**src/rtl/accel_avg_filter_pkg.sv**
```systemverilog
// Shared widths, output scaling defaults and FSM encoding for the accelerometer
// moving-average filter.
package accel_filter_pkg;

    localparam int DATA_W_DEF     = 10;
    localparam int LOG2_DEPTH_DEF = 3;
    localparam int OUT_OFFSET_DEF = 512;
    localparam int OUT_MIN_DEF    = 0;
    localparam int OUT_MAX_DEF    = 1023;

    typedef enum logic [1:0] {
        IDLE   = 2'd0,
        READ   = 2'd1,
        UPDATE = 2'd2,
        OUTPUT = 2'd3
    } state_t;

endpackage

```
**src/rtl/accel_avg_filter_sample_ring_buffer.sv**
```systemverilog
// Sample history for the moving average: one registered read port, one write
// port, every entry cleared while key is low.
module sample_ring_buffer #(
    parameter int DATA_W     = 10,
    parameter int LOG2_DEPTH = 3
) (
    input  logic                  clk,
    input  logic                  key,
    input  logic                  rd_en,
    input  logic [LOG2_DEPTH-1:0] rd_addr,
    output logic [DATA_W-1:0]     rd_data,
    input  logic                  wr_en,
    input  logic [LOG2_DEPTH-1:0] wr_addr,
    input  logic [DATA_W-1:0]     wr_data
);

    localparam int DEPTH = 1 << LOG2_DEPTH;

    logic [DATA_W-1:0] mem_reg [DEPTH];
    logic [DATA_W-1:0] rd_data_reg;

    // Per-entry registers so the whole history clears in a single reset cycle.
    for (genvar gi = 0; gi < DEPTH; gi++) begin : g_entry
        always_ff @(posedge clk) begin
            if (!key) begin
                mem_reg[gi] <= '0;
            end else if (wr_en && (wr_addr == LOG2_DEPTH'(gi))) begin
                mem_reg[gi] <= wr_data;
            end
        end
    end

    always_ff @(posedge clk) begin
        if (!key) begin
            rd_data_reg <= '0;
        end else if (rd_en) begin
            rd_data_reg <= mem_reg[rd_addr];
        end
    end

    assign rd_data = rd_data_reg;

endmodule

```
**src/rtl/accel_avg_filter.sv**
```systemverilog
// Moving-average filter between the IMU sample stream and the PWM duty input:
// running sum over a 2^LOG2_DEPTH window, offset to unsigned, clamped.
module accel_avg_filter
    import accel_filter_pkg::*;
#(
    parameter int DATA_W     = DATA_W_DEF,
    parameter int LOG2_DEPTH = LOG2_DEPTH_DEF,
    parameter int OUT_OFFSET = OUT_OFFSET_DEF,
    parameter int OUT_MIN    = OUT_MIN_DEF,
    parameter int OUT_MAX    = OUT_MAX_DEF
) (
    input  logic                     CLOCK_50,
    input  logic                     KEY,
    input  logic signed [DATA_W-1:0] AccelX,
    input  logic                     DataValid,
    output logic        [DATA_W-1:0] PWMinput,
    output logic                     FilterValid,
    output logic                     Overrun
);

    localparam int SUM_W = DATA_W + LOG2_DEPTH;
    localparam int VAL_W = SUM_W + 1;
    localparam logic signed [VAL_W-1:0] OUT_MIN_V = VAL_W'(OUT_MIN);
    localparam logic signed [VAL_W-1:0] OUT_MAX_V = VAL_W'(OUT_MAX);

    state_t                   state_reg;
    logic                     dv_q_reg;
    logic                     rise;
    logic signed [DATA_W-1:0] sample_reg;
    logic        [DATA_W-1:0] old_q;
    logic signed [SUM_W-1:0]  sum_reg;
    logic signed [SUM_W-1:0]  sum_next;
    logic signed [SUM_W-1:0]  avg;
    logic signed [VAL_W-1:0]  val;
    logic [LOG2_DEPTH-1:0]    wr_ptr_reg;
    logic [DATA_W-1:0]        pwm_reg;
    logic [DATA_W-1:0]        pwm_next;
    logic                     fv_reg;
    logic                     ovr_reg;
    logic                     rd_en;
    logic                     wr_en;

    assign rise  = DataValid & ~dv_q_reg;
    assign rd_en = (state_reg == IDLE) && rise;
    assign wr_en = (state_reg == UPDATE);

    sample_ring_buffer #(
        .DATA_W     (DATA_W),
        .LOG2_DEPTH (LOG2_DEPTH)
    ) u_ring (
        .clk     (CLOCK_50),
        .key     (KEY),
        .rd_en   (rd_en),
        .rd_addr (wr_ptr_reg),
        .rd_data (old_q),
        .wr_en   (wr_en),
        .wr_addr (wr_ptr_reg),
        .wr_data (sample_reg)
    );

    // The duty value is derived from the new sum during UPDATE so that it is
    // already registered and visible for the whole OUTPUT cycle.
    assign sum_next = sum_reg
                    - {{LOG2_DEPTH{old_q[DATA_W-1]}}, old_q}
                    + {{LOG2_DEPTH{sample_reg[DATA_W-1]}}, sample_reg};
    assign avg      = sum_next >>> LOG2_DEPTH;
    assign val      = {avg[SUM_W-1], avg} + VAL_W'(OUT_OFFSET);

    always_comb begin
        pwm_next = val[DATA_W-1:0];
        if (val < OUT_MIN_V) begin
            pwm_next = DATA_W'(OUT_MIN);
        end else if (val > OUT_MAX_V) begin
            pwm_next = DATA_W'(OUT_MAX);
        end
    end

    always_ff @(posedge CLOCK_50) begin
        if (!KEY) begin
            state_reg  <= IDLE;
            dv_q_reg   <= 1'b0;
            sample_reg <= '0;
            sum_reg    <= '0;
            wr_ptr_reg <= '0;
            pwm_reg    <= DATA_W'(OUT_OFFSET);
            fv_reg     <= 1'b0;
            ovr_reg    <= 1'b0;
        end else begin
            dv_q_reg <= DataValid;
            fv_reg   <= 1'b0;
            if (rise && (state_reg != IDLE)) begin
                ovr_reg <= 1'b1;
            end
            case (state_reg)
                IDLE: begin
                    if (rise) begin
                        sample_reg <= AccelX;
                        state_reg  <= READ;
                    end
                end
                READ: begin
                    state_reg <= UPDATE;
                end
                UPDATE: begin
                    sum_reg    <= sum_next;
                    wr_ptr_reg <= wr_ptr_reg + LOG2_DEPTH'(1);
                    pwm_reg    <= pwm_next;
                    fv_reg     <= 1'b1;
                    state_reg  <= OUTPUT;
                end
                OUTPUT: begin
                    state_reg <= IDLE;
                end
                default: begin
                    state_reg <= IDLE;
                end
            endcase
        end
    end

    assign PWMinput    = pwm_reg;
    assign FilterValid = fv_reg;
    assign Overrun     = ovr_reg;

endmodule

```
**config.mk**
```make
export PLATFORM = sky130hd
export DESIGN_NAME = accel_avg_filter
export DESIGN_NICKNAME = d
export VERILOG_FILES = /design/src/rtl/accel_avg_filter_pkg.sv /design/src/rtl/accel_avg_filter_sample_ring_buffer.sv /design/src/rtl/accel_avg_filter.sv
export SDC_FILE = /design/constraint.sdc
export NUM_CORES = 1
export LEC_CHECK = 0
export BUFFER_PORTS_ARGS = -buffer_cell sky130_fd_sc_hd__clkbuf_2
export CORE_MARGIN = 3
export CORE_UTILIZATION = 40
export DETAILED_ROUTE_END_ITERATION = 12
export PLACE_DENSITY_LB_ADDON = 0.05
export SYNTH_ARGS = -nofsm -noshare
export SYNTH_HDL_FRONTEND = slang
export SYNTH_SLANG_ARGS = --single-unit
```
**constraint.sdc**
```tcl
create_clock -name CLOCK_50 -period 2.75 [get_ports CLOCK_50]
set_input_delay 0.275 -clock CLOCK_50 [delete_from_list [all_inputs] [get_ports CLOCK_50]]
set_output_delay 0.275 -clock CLOCK_50 [all_outputs]
set_load 0.01 [all_outputs]
```
==> flow_summary.toml <==
[power]
netSwitchingPower_mw = 3.00
p_leak_nw = 3.04
power_mw = 8.02
pwr-share-clk = 0.253
seqPwrFrac = 0.322
pwr-share-comb = 0.426
power-per-cell-area_mw_per_mm2 = 1080
p_int_mw = 5.03
p_sw_frac = 0.373
irDropWorstVdd_mv = 0.478

[synthesis]
synth_ff_type = "edfxtp_1"
synth_edf_count = 80
avgSynthCellArea_um2 = 11.5
synth_cells = 564
ys_warn_count = 0
synth-simple-area-share = 0.161
synth_fp_nets = 611
synth_cell_types = 43
ys_seq_elements = 131
ys_seq_area_frac = 0.529
synth_compound_area_frac = 0.0835
synth-xor-area-share = 0.0162
netlist_area_mm2 = 0.00647
synthMuxAreaShare = 0.0797
synth_top_family_by_area = "simple AND/OR/NAND/NOR gates"
synthArstFlopShare = 0
synthAdderAreaFrac = 0.0797

[worst_setup_path]
regToRegEndpoint = "sum_reg[10]$_SDFFE_PN0P_"
required_ns = 3.10
cp-startpoint = "sample_reg[1]$_SDFFE_PN0P_"
crit_type = "reg -> reg"
crit_chain = "inv_1, fa_1, inv_1, fa_2, a211oi_2, o21ai_2, buf_4, a41oi_2, mux2_4, nand2_1"
crit_fanout = 3
reg2regPathDepth = 10
cp_common_cell = "inv_1"
r2r_slack_ns = 0.21
cpPeakStageDelay_ns = 0.53
r2r_start = "sample_reg[1]$_SDFFE_PN0P_"
end_kind = "flop"
cp.arrival_ns = 2.89
worst_setup_path_start_kind = "flop"
setup.worst_path.end = "sum_reg[10]$_SDFFE_PN0P_"
cp_slowest_cell = "fa_1"

[final_layout]
layout.cells.non_filler = 824
final_cell_mix = "nand2_1, edfxtp_1, and2_1, inv_1, dfxtp_1"
largest_register_ff_count = 80
drive_above_1_share = 0.171
synthToLayoutAreaGrowth_pct = 15.0
num_antenna_cells = 0
layout_commonest_cell = "nand2_1"
finalNetCount = 647

[clock_network]
clock-sinks = 131
htreeDepth = 4
cts_tree = "done"
cts.clk_slew.worst_paths_ns = 0.06
clock_latency_ns = 0.42
clock_path_buffers = 2
cts-root-buf = "clkbuf_16"
cts_buffers = 17

[timing]
holdWs_ns = 0.0844
fin_ws_ns = 0.215
post-route-min-period_ns = 2.54
slew_headroom = 0.375
fin_crit_sh = 0.922
tightestPinTransition_ns = 0.935
finalHoldViolCount = 0
fmax_ghz = 0.394
finalMaxSlewViolations = 0
clock_skew_ns = 0.00873
tns_ns = 0
setup_viol = 0

[global_routing]
grt_start_max_net_pins = 24
grt_pass1_vias = 4097
grtUsageTotal = 0.179
grt_remaining_overflow = 0
grt_pass1_wl_um = 23800
antenna_found_initial = 0

[routing]
drc_errors = 0
drt_iter0_drc = 251
routed_wl_um = 15100
detail-route-antenna-nets = 0
via_per_inst = 4.92
vias = 4051
dr.pass1.iters = 6
wl_per_cell_um = 18.3

[floorplan]
core-area_mm2 = 0.0155
initial_core_util = 0.416
ioPinCount = 25
die_w_um = 133
fp.dieH_um = 133
design.die.area_mm2 = 0.0177
row_count = 45

[place]
numPortBuffers = 24
gp_congestion = 0.750
hpwl_um = 10400
post-place-ws_ns = 0.0686
dp.cells = 790

[job]
maxCapViolations = 0

[min_path]
min_path_type = "in -> reg"

[run_status]
status = "completed"
[power by group through the flow]
stage / sequential, mW / clock, mW / combinational, mW
3_3_place_gp: 2.62 / 0 / 3.35
2_1_floorplan: 2.62 / 0 / 2.50
3_5_place_dp: 2.63 / 0 / 3.37
4_1_cts: 2.59 / 2.06 / 3.39
5_1_grt: 2.62 / 2.16 / 3.86
6_report: 2.58 / 2.03 / 3.41
[logic make-up (layout without fill, tap and decap cells)]
family | Yosys count | after routing
flops | 131 | 131
buf+inv | 82 | 131
fa+ha+maj | 34 | 34
mux | 26 | 26
xor+xnor | 12 | 12
compound gates | 75 | 75
simple gates | 204 | 204
[per-layer routing]
| layer | GRT usage | up-vias | routed length, um | share of wire |
|---|---|---|---|---|
| met3 | 0.0366 | 21 | 439 | 0.029 |
| li1 | - | 2016 | - | - |
| met1 | 0.240 | 1963 | 7090 | 0.47 |
| met2 | 0.295 | 51 | 7300 | 0.48 |
| met4 | 0.0583 | 0 | 260 | 0.017 |
| met5 | 0 | - | 0 | 0 |
[per-stage QoR]
step,utilization,area [um^2]
after global routing,0.479,7440
after detailed placement,0.443,6890
after floorplan,-,6470
after CTS,0.478,7420
after global placement,0.443,6890
final,0.479,7440
[area by class of cell]
class	count	area (um^2)
inverters	53	199
fillers	1481	8100
repair buffers	46	298
clock inverters	12	83.8
clock buffers	20	447
well taps	211	264
multi-input cells	351	2720
flip-flops and latches	131	3420
[cell usage after synthesis, drive strengths merged (12+ instances only)]
| master | instances | area, um^2 |
|---|---|---|
| a21boi | 13 | 97.6 |
| and2 | 65 | 407 |
| and3 | 26 | 163 |
| clkbuf | 21 | 78.8 |
| dfxtp | 51 | 1020 |
| edfxtp | 80 | 2400 |
| fa | 12 | 240 |
| ha | 22 | 275 |
| inv | 53 | 199 |
| mux4 | 20 | 450 |
| nand2 | 89 | 334 |
| o21ai | 20 | 104 |
[worst min-delay path by stage]
stage,from,to,depth (start not counted)
6_report,AccelX[5],sample_reg[5]$_SDFFE_PN0P_,3
5_1_grt,AccelX[0],sample_reg[0]$_SDFFE_PN0P_,3
4_1_cts,AccelX[5],sample_reg[5]$_SDFFE_PN0P_,3
3_5_place_dp,sum_reg[4]$_SDFFE_PN0P_,sum_reg[4]$_SDFFE_PN0P_,2
3_3_place_gp,PWMinput[2]$_SDFFE_PN0P_,PWMinput[2]$_SDFFE_PN0P_,2
2_1_floorplan,DataValid,dv_q_reg$_SDFF_PN0_,1
[worst max-delay path, delay by kind of cell (launching register included)]
kind,cells,cell delay [ns]
compound gates,3,0.55
flops,1,0.33
buf+inv,3,0.28
mux,1,0.33
fa+ha+maj,2,0.92
simple gates,1,0.06
[timing repair]
item	4_1_cts	5_1_grt
hold buffers	0	0
endpoints found under the setup margin	0	2
setup buffers	0	2
gates resized for setup	0	1
(Power assumes the default switching activity.)
